==> config.mk <==
export PLATFORM = sky130hd
export DESIGN_NAME = bpe_merge_engine
export DESIGN_NICKNAME = d
export VERILOG_FILES = /design/src/rtl/bpe_merge_engine.sv
export SDC_FILE = /design/constraint.sdc
export NUM_CORES = 1
export LEC_CHECK = 0
export CAP_MARGIN = 0
export CORE_AREA = 2 2 205 207
export DETAILED_ROUTE_END_ITERATION = 10
export DIE_AREA = 0 0 207 209
export GPL_TIMING_DRIVEN = 0
export PLACE_DENSITY_LB_ADDON = 0.2
export SYNTH_ARGS = -nofsm -noshare
export SYNTH_HDL_FRONTEND = slang
export SYNTH_SLANG_ARGS = --single-unit
==> constraint.sdc <==
create_clock -name clk -period 6.42 [get_ports clk]
set_clock_uncertainty 0.2 [all_clocks]
set_input_delay 0.963 -clock clk [delete_from_list [all_inputs] [get_ports clk]]
set_output_delay 0.963 -clock clk [all_outputs]
set_load 0.02 [all_outputs]
==> src/rtl/bpe_merge_engine.sv <==
// bpe_merge_engine: byte-pair-encoding merge datapath.
// A token sequence is loaded into ping-pong buffer A. Each entry of an
// external synchronous rule table is then applied in priority order, one
// rule per pass. A pass copies the source buffer into the destination buffer
// and replaces every greedy, non-overlapping (left,right) pair with the
// merged token. Once all rules have run, the final sequence streams out.
//
// Handshake: a beat transfers on a rising edge where valid, ready and cs are
// all high. Dropping cs freezes every register, so the engine simply resumes
// where it stopped.
module bpe_merge_engine #(
   parameter int DATA_WIDTH      = 8,
   parameter int ADDR_WIDTH      = 4,
   parameter int RULE_ADDR_WIDTH = 4,
   parameter int NUM_RULES       = 16
) (
   input  logic                         clk,
   input  logic                         rst_n,
   input  logic                         cs,
   input  logic                         in_valid,
   output logic                         in_ready,
   input  logic [DATA_WIDTH-1:0]        in_data,
   input  logic                         in_last,
   output logic [RULE_ADDR_WIDTH-1:0]   rule_addr,
   input  logic [3*DATA_WIDTH:0]        rule_rdata,
   output logic                         out_valid,
   input  logic                         out_ready,
   output logic [DATA_WIDTH-1:0]        out_data,
   output logic                         out_last,
   output logic [ADDR_WIDTH:0]          merge_count,
   output logic                         overflow,
   output logic                         done
);

   localparam int DEPTH = 2**ADDR_WIDTH;
   localparam int LW    = ADDR_WIDTH + 1;
   localparam int RW    = 3*DATA_WIDTH + 1;

   typedef enum logic [2:0] {
      S_IDLE  = 3'd0,
      S_LOAD  = 3'd1,
      S_FETCH = 3'd2,
      S_WAIT  = 3'd3,
      S_SCAN  = 3'd4,
      S_NEXT  = 3'd5,
      S_DRAIN = 3'd6,
      S_DONE  = 3'd7
   } state_t;

   state_t r_state;
   state_t w_state_nxt;

   // Ping-pong token buffers; r_src_sel=0 means A is the source.
   logic [DATA_WIDTH-1:0] r_buf_a [DEPTH];
   logic [DATA_WIDTH-1:0] r_buf_b [DEPTH];
   logic                  r_src_sel;

   logic [LW-1:0]              r_len;
   logic [LW-1:0]              r_i;
   logic [LW-1:0]              r_j;
   logic [LW-1:0]              r_k;
   logic [RULE_ADDR_WIDTH-1:0] r_rule_idx;
   logic [RW-2:0]              r_rule;
   logic [LW-1:0]              r_merge_cnt;
   logic                       r_overflow;

   logic                  w_accepting;
   logic                  w_in_fire;
   logic                  w_out_fire;
   logic                  w_last_rule;
   logic                  w_rule_skip;
   logic [DATA_WIDTH-1:0] w_rule_left;
   logic [DATA_WIDTH-1:0] w_rule_right;
   logic [DATA_WIDTH-1:0] w_rule_merged;
   logic [ADDR_WIDTH-1:0] w_i_idx;
   logic [ADDR_WIDTH-1:0] w_i1_idx;
   logic [ADDR_WIDTH-1:0] w_k_idx;
   logic [DATA_WIDTH-1:0] w_src_i;
   logic [DATA_WIDTH-1:0] w_src_i1;
   logic                  w_match;
   logic [LW-1:0]         w_i_nxt;
   logic [DATA_WIDTH-1:0] w_scan_tok;
   logic                  w_scan_end;
   logic [DATA_WIDTH-1:0] w_drain_tok;
   logic                  w_drain_last;

   // Handshake qualifiers.
   assign w_accepting = cs && ((r_state == S_IDLE) || (r_state == S_LOAD));
   assign in_ready    = w_accepting;
   assign w_in_fire   = w_accepting && in_valid;
   assign w_out_fire  = cs && out_ready && (r_state == S_DRAIN);

   // Rule bookkeeping. The table is read with r_rule_idx as address; the
   // word returned during WAIT decides whether the rule is skipped.
   assign rule_addr     = r_rule_idx;
   assign w_last_rule   = (r_rule_idx == RULE_ADDR_WIDTH'(NUM_RULES - 1));
   assign w_rule_skip   = !rule_rdata[RW-1] || (r_len < LW'(2));
   assign w_rule_left   = r_rule[3*DATA_WIDTH-1:2*DATA_WIDTH];
   assign w_rule_right  = r_rule[2*DATA_WIDTH-1:DATA_WIDTH];
   assign w_rule_merged = r_rule[DATA_WIDTH-1:0];

   // Scan datapath: compare src[i], src[i+1] against the latched rule.
   // The i+1 index may wrap when i is the last slot; the i<len-1 guard
   // masks that case out of the match.
   assign w_i_idx    = r_i[ADDR_WIDTH-1:0];
   assign w_i1_idx   = w_i_idx + ADDR_WIDTH'(1);
   assign w_src_i    = r_src_sel ? r_buf_b[w_i_idx]  : r_buf_a[w_i_idx];
   assign w_src_i1   = r_src_sel ? r_buf_b[w_i1_idx] : r_buf_a[w_i1_idx];
   assign w_match    = (r_i < (r_len - LW'(1))) &&
                       (w_src_i == w_rule_left) && (w_src_i1 == w_rule_right);
   assign w_i_nxt    = r_i + (w_match ? LW'(2) : LW'(1));
   assign w_scan_tok = w_match ? w_rule_merged : w_src_i;
   assign w_scan_end = (w_i_nxt >= r_len);

   // Drain datapath: out_data follows src[k], k only moves on a handshake.
   assign w_k_idx      = r_k[ADDR_WIDTH-1:0];
   assign w_drain_tok  = r_src_sel ? r_buf_b[w_k_idx] : r_buf_a[w_k_idx];
   assign w_drain_last = (r_k == (r_len - LW'(1)));

   assign merge_count = r_merge_cnt;
   assign overflow    = r_overflow;

   // State register; cs=0 holds the current state.
   always_ff @(posedge clk or negedge rst_n) begin
      if (!rst_n) begin
         r_state <= S_IDLE;
      end else if (cs) begin
         r_state <= w_state_nxt;
      end
   end

   // Next-state and stream outputs. A skipped rule goes straight from WAIT
   // to the next FETCH (or to DRAIN), so a skipped rule costs two cycles.
   always_comb begin
      w_state_nxt = r_state;
      out_valid   = 1'b0;
      out_data    = '0;
      out_last    = 1'b0;
      done        = 1'b0;
      case (r_state)
         S_IDLE: begin
            if (w_in_fire) w_state_nxt = in_last ? S_FETCH : S_LOAD;
         end
         S_LOAD: begin
            if (w_in_fire && in_last) w_state_nxt = S_FETCH;
         end
         S_FETCH: begin
            w_state_nxt = S_WAIT;
         end
         S_WAIT: begin
            if (w_rule_skip) w_state_nxt = w_last_rule ? S_DRAIN : S_FETCH;
            else             w_state_nxt = S_SCAN;
         end
         S_SCAN: begin
            if (w_scan_end) w_state_nxt = S_NEXT;
         end
         S_NEXT: begin
            w_state_nxt = w_last_rule ? S_DRAIN : S_FETCH;
         end
         S_DRAIN: begin
            out_valid = 1'b1;
            out_data  = w_drain_tok;
            out_last  = w_drain_last;
            if (w_out_fire && w_drain_last) w_state_nxt = S_DONE;
         end
         S_DONE: begin
            done        = cs;
            w_state_nxt = S_IDLE;
         end
         default: begin
            w_state_nxt = S_IDLE;
         end
      endcase
   end

   // Control registers: length, scan/drain indices, rule index, statistics.
   always_ff @(posedge clk or negedge rst_n) begin
      if (!rst_n) begin
         r_len       <= '0;
         r_i         <= '0;
         r_j         <= '0;
         r_k         <= '0;
         r_rule_idx  <= '0;
         r_rule      <= '0;
         r_merge_cnt <= '0;
         r_overflow  <= 1'b0;
         r_src_sel   <= 1'b0;
      end else if (cs) begin
         case (r_state)
            S_IDLE: begin
               if (w_in_fire) begin
                  r_len       <= LW'(1);
                  r_overflow  <= 1'b0;
                  r_merge_cnt <= '0;
                  r_src_sel   <= 1'b0;
                  r_rule_idx  <= '0;
               end
            end
            S_LOAD: begin
               if (w_in_fire) begin
                  if (r_len == LW'(DEPTH)) r_overflow <= 1'b1;
                  else                     r_len      <= r_len + LW'(1);
               end
            end
            S_WAIT: begin
               r_rule <= rule_rdata[RW-2:0];
               r_i    <= '0;
               r_j    <= '0;
               if (w_rule_skip) begin
                  if (w_last_rule) r_k        <= '0;
                  else             r_rule_idx <= r_rule_idx + RULE_ADDR_WIDTH'(1);
               end
            end
            S_SCAN: begin
               r_i <= w_i_nxt;
               r_j <= r_j + LW'(1);
               if (w_match && (r_merge_cnt != '1)) r_merge_cnt <= r_merge_cnt + LW'(1);
               if (w_scan_end) begin
                  r_len     <= r_j + LW'(1);
                  r_src_sel <= ~r_src_sel;
               end
            end
            S_NEXT: begin
               if (w_last_rule) r_k        <= '0;
               else             r_rule_idx <= r_rule_idx + RULE_ADDR_WIDTH'(1);
            end
            S_DRAIN: begin
               if (w_out_fire && !w_drain_last) r_k <= r_k + LW'(1);
            end
            S_DONE: begin
               r_rule_idx <= '0;
            end
            default: begin
            end
         endcase
      end
   end

   // Buffer writes: input beats land in A, scan output lands in the
   // non-source buffer. Beats past DEPTH are dropped here.
   always_ff @(posedge clk) begin
      if (cs) begin
         if (w_in_fire && (r_state == S_IDLE)) begin
            r_buf_a[0] <= in_data;
         end else if (w_in_fire && (r_state == S_LOAD) && (r_len < LW'(DEPTH))) begin
            r_buf_a[r_len[ADDR_WIDTH-1:0]] <= in_data;
         end
         if (r_state == S_SCAN) begin
            if (r_src_sel) r_buf_a[r_j[ADDR_WIDTH-1:0]] <= w_scan_tok;
            else           r_buf_b[r_j[ADDR_WIDTH-1:0]] <= w_scan_tok;
         end
      end
   end

endmodule

==> results.cfg <==
[status]
status = finished with violations
violations = setup timing

[yosys]
synth_top_area_cell = edfxtp_1
synth-edff-count = 256
yosysUniqueCellTypes = 76
yosysMostFrequentCell = edfxtp_1
syn-instance-count = 1287
synth-seq-cells = 314
ys_top_cells_by_area = edfxtp_1, mux4_2, dfrtp_1
ys_top_cells_by_count = edfxtp_1, mux4_2, mux2i_1, nand2_1, nor2_1
avgSynthCellArea_um2 = 14.2
netlist_area_um2 = 18300
synth_warnings = 0
synthFlopType = edfxtp_1
synth_nets = 1349
ys_seq_area_frac = 0.500
synth_top_area_share = 0.420
async_flop_share = 0.185

[worst_hold_path]
min_path_type = input port to async pin

[critical_path]
r2r-start = r_i[1]
crit_type = register to register
end_kind = register
rrSetupSlack_ps = -30
cp.required_ps = 6680
crit_end = r_state[2]
reg2reg_to = r_state[2]
reg2reg_depth = 23
cp_max_fo = 10
critical_path.slowest_cell = a211oi_1
cp.arrival_ps = 6710
startpoint = r_i[1]
path_cells = buf_4 > nand2b_1 > a211oi_1 > nor4_2 > or4_4 > a211oi_2 > o2111ai_4 > nor2_4 > nand2_4 > ha_1 > inv_1 > fa_1 > inv_1 > ha_1 > a21o_1 > a21o_1 > a21o_1 > a211o_1 > o22a_1 > o211ai_1 > buf_4 > or4_1 > nand2_1
cpMostUsedCell = a21o_1
worst_setup_path_start_kind = register
critPathMaxStageDelay_ps = 600

[layout]
multi_input_area_um2 = 8900
n_fill_cell = 3498
antenna_cells = 0
drive_above_1_share = 0.270
final_area_um2 = 21700
seq_area_um2 = 9140
final_nets = 1481
area_growth_pct = 18.4

[route]
detail_route.first_pass.iterations = 6
ant_nets = 0
drc = 0
vias_per_cell = 7.17
drtIter0Drc = 2586
vias = 14241
wl_um = 72900
routedWlPerCell_um = 36.7

[die]
coreArea_um2 = 41300
die-area_um2 = 43300
num_io_pins = 61
start_util = 0.443
rows = 75
die-height_um = 209
dieWidth_um = 207

[sta]
finalSetupViolCount = 2
period_share = 1.00
setup_tns_ps = -34.2
fin_ws_ps = -25.2
drv_slew = 0
fmax_ghz = 0.155
hold_violations = 0
worst_pin_slew_ps = 1450
fin_crit_ps = 6450
slew_headroom = 0.0265

[pwr]
ir_drop_uv = 197
p_per_area_nw_per_um2 = 431
p_leak_nw = 7.13

[clock_network]
cts_root_buf = clkbuf_16
clock-sinks = 314
holdBufCountCts = 0
clk_latency_ps = 580
clockBufferDepth = 3
cts.clk_slew.worst_paths_ps = 70
cts_max_level = 2
cts_made_buffers = 36
tritoncts = yes

[global_route]
grt_use_total = 0.328
grt.overflow.total = 0
grt_max_degree = 59
antenna_found_initial = 1
first_global_vias = 13442
grt_pass1_wl_um = 99700

[run]
maxCapViolCount = 0

[place]
place_congestion = 1.02
port_buffers = 60
hpwlAfterDp_um = 50700
dpl_cell_area_um2 = 19700
==> power breakdown <==
| part | internal, mW | leakage (nW) | total [mW] | switching [mW] |
|---|---|---|---|---|
| logic | 1.93 | 3.53 | 4.48 | 2.55 |
| clock network | 1.26 | 0.576 | 2.16 | 0.897 |
| registers | 2.49 | 3.03 | 2.69 | 0.198 |
| total | 5.68 | 7.13 | 9.32 | 3.65 |
==> registers in the layout (all words and copies together) (netlist names), 3 cells and up <==
name / flops
r_buf_a: 128
merge_count: 5
r_k: 5
r_j: 5
r_i: 5
rule_addr: 4
r_len: 5
r_buf_b: 128
r_state: 3
r_rule: 24
==> through the flow <==
step	utilization	cells	power, mW	hold WS [ps]	setup WS [ps]
after floorplan	-	1287	5.24	267	472
after CTS	0.514	1961	8.93	302	3.53
after detailed placement	0.477	1893	6.62	288	-1700
final	0.524	1986	9.32	296	-25.2
after global placement	0.474	1886	6.60	290	-1620
after global routing	0.524	1986	9.51	328	-76.0
==> worst min-delay path by stage <==
stage	from	end	slack, ps	depth (start not counted)
finish	rst_n	r_state[1]	300	1
global placement	r_j[4]	r_j[4]	290	1
CTS	r_j[4]	r_j[4]	300	1
floorplan	r_j[4]	r_j[4]	270	1
detailed placement	r_j[4]	r_j[4]	290	1
global route	r_j[4]	r_j[4]	330	1
==> timing repair <==
action | in CTS | in global routing
pin swaps | 3 | 9
buffers inserted | 2 | 23
resized for setup | 86 | 42
setup endpoints to repair | 91 | 10
cloned | 0 | 3
==> worst max-delay path: cells and delay by family (launching register included) <==
kind            cells  cell delay [ps]
fa+ha+maj           3              900
flops               1              470
simple gates        7             1590
compound gates      9             2530
buf+inv             4              650
==> cell type report <==
cell class / count / share of cell area
buffer: 95 / 0.0345
inverter: 17 / 0.00295
clock buffer: 42 / 0.0436
clock inverter: 24 / 0.0118
multi-input combinational: 860 / 0.411
sequential: 314 / 0.422
tap: 539 / 0.0311
timing repair buffer: 95 / 0.0429
==> placed cells by master (no fill, tap or decap), drive strengths merged, types with 14 or more instances in the layout <==
cell type      synthesis  final
dfrtp                 58     58
a21oi                 32     32
mux4                 165    165
clkbuf                46     92
nand2                 84     84
a221o                 18     18
o211ai                14     14
mux2i                 94     94
nor2                  75     75
nand3                 33     33
mux2                  34     34
buf                   50     80
clkdlybuf4s50          0     59
xor2                  14     14
ha                    22     22
nor3                  23     23
inv                   15     17
clkinv                 2     16
and3                  14     14
edfxtp               256    256
o21ai                 42     42
==> cells by family (layout without fill, tap and decap cells) <==
logic type / Yosys count / in the layout / share of synthesized area
AOI/OAI and AO/OA: 214 / 214 / 0.0844
xor gates and xnor gates: 26 / 26 / 0.0124
adders and majority gates: 23 / 23 / 0.0161
buffers and inverters: 113 / 273 / 0.0300
DFF: 314 / 314 / 0.500
muxes: 293 / 293 / 0.275
and+or+nand+nor: 304 / 304 / 0.0821
==> layer usage <==
layer / vias to the layer above / GRT usage / wire length, um
met3: 272 / 0.102 / 9830
met1: 7164 / 0.433 / 26600
met2: 1309 / 0.489 / 31800
li1: 5496 / - / -
met5: - / 0 / 0
met4: 0 / 0.175 / 4670
No activity file was read; power rests on OpenSTA's default activity.
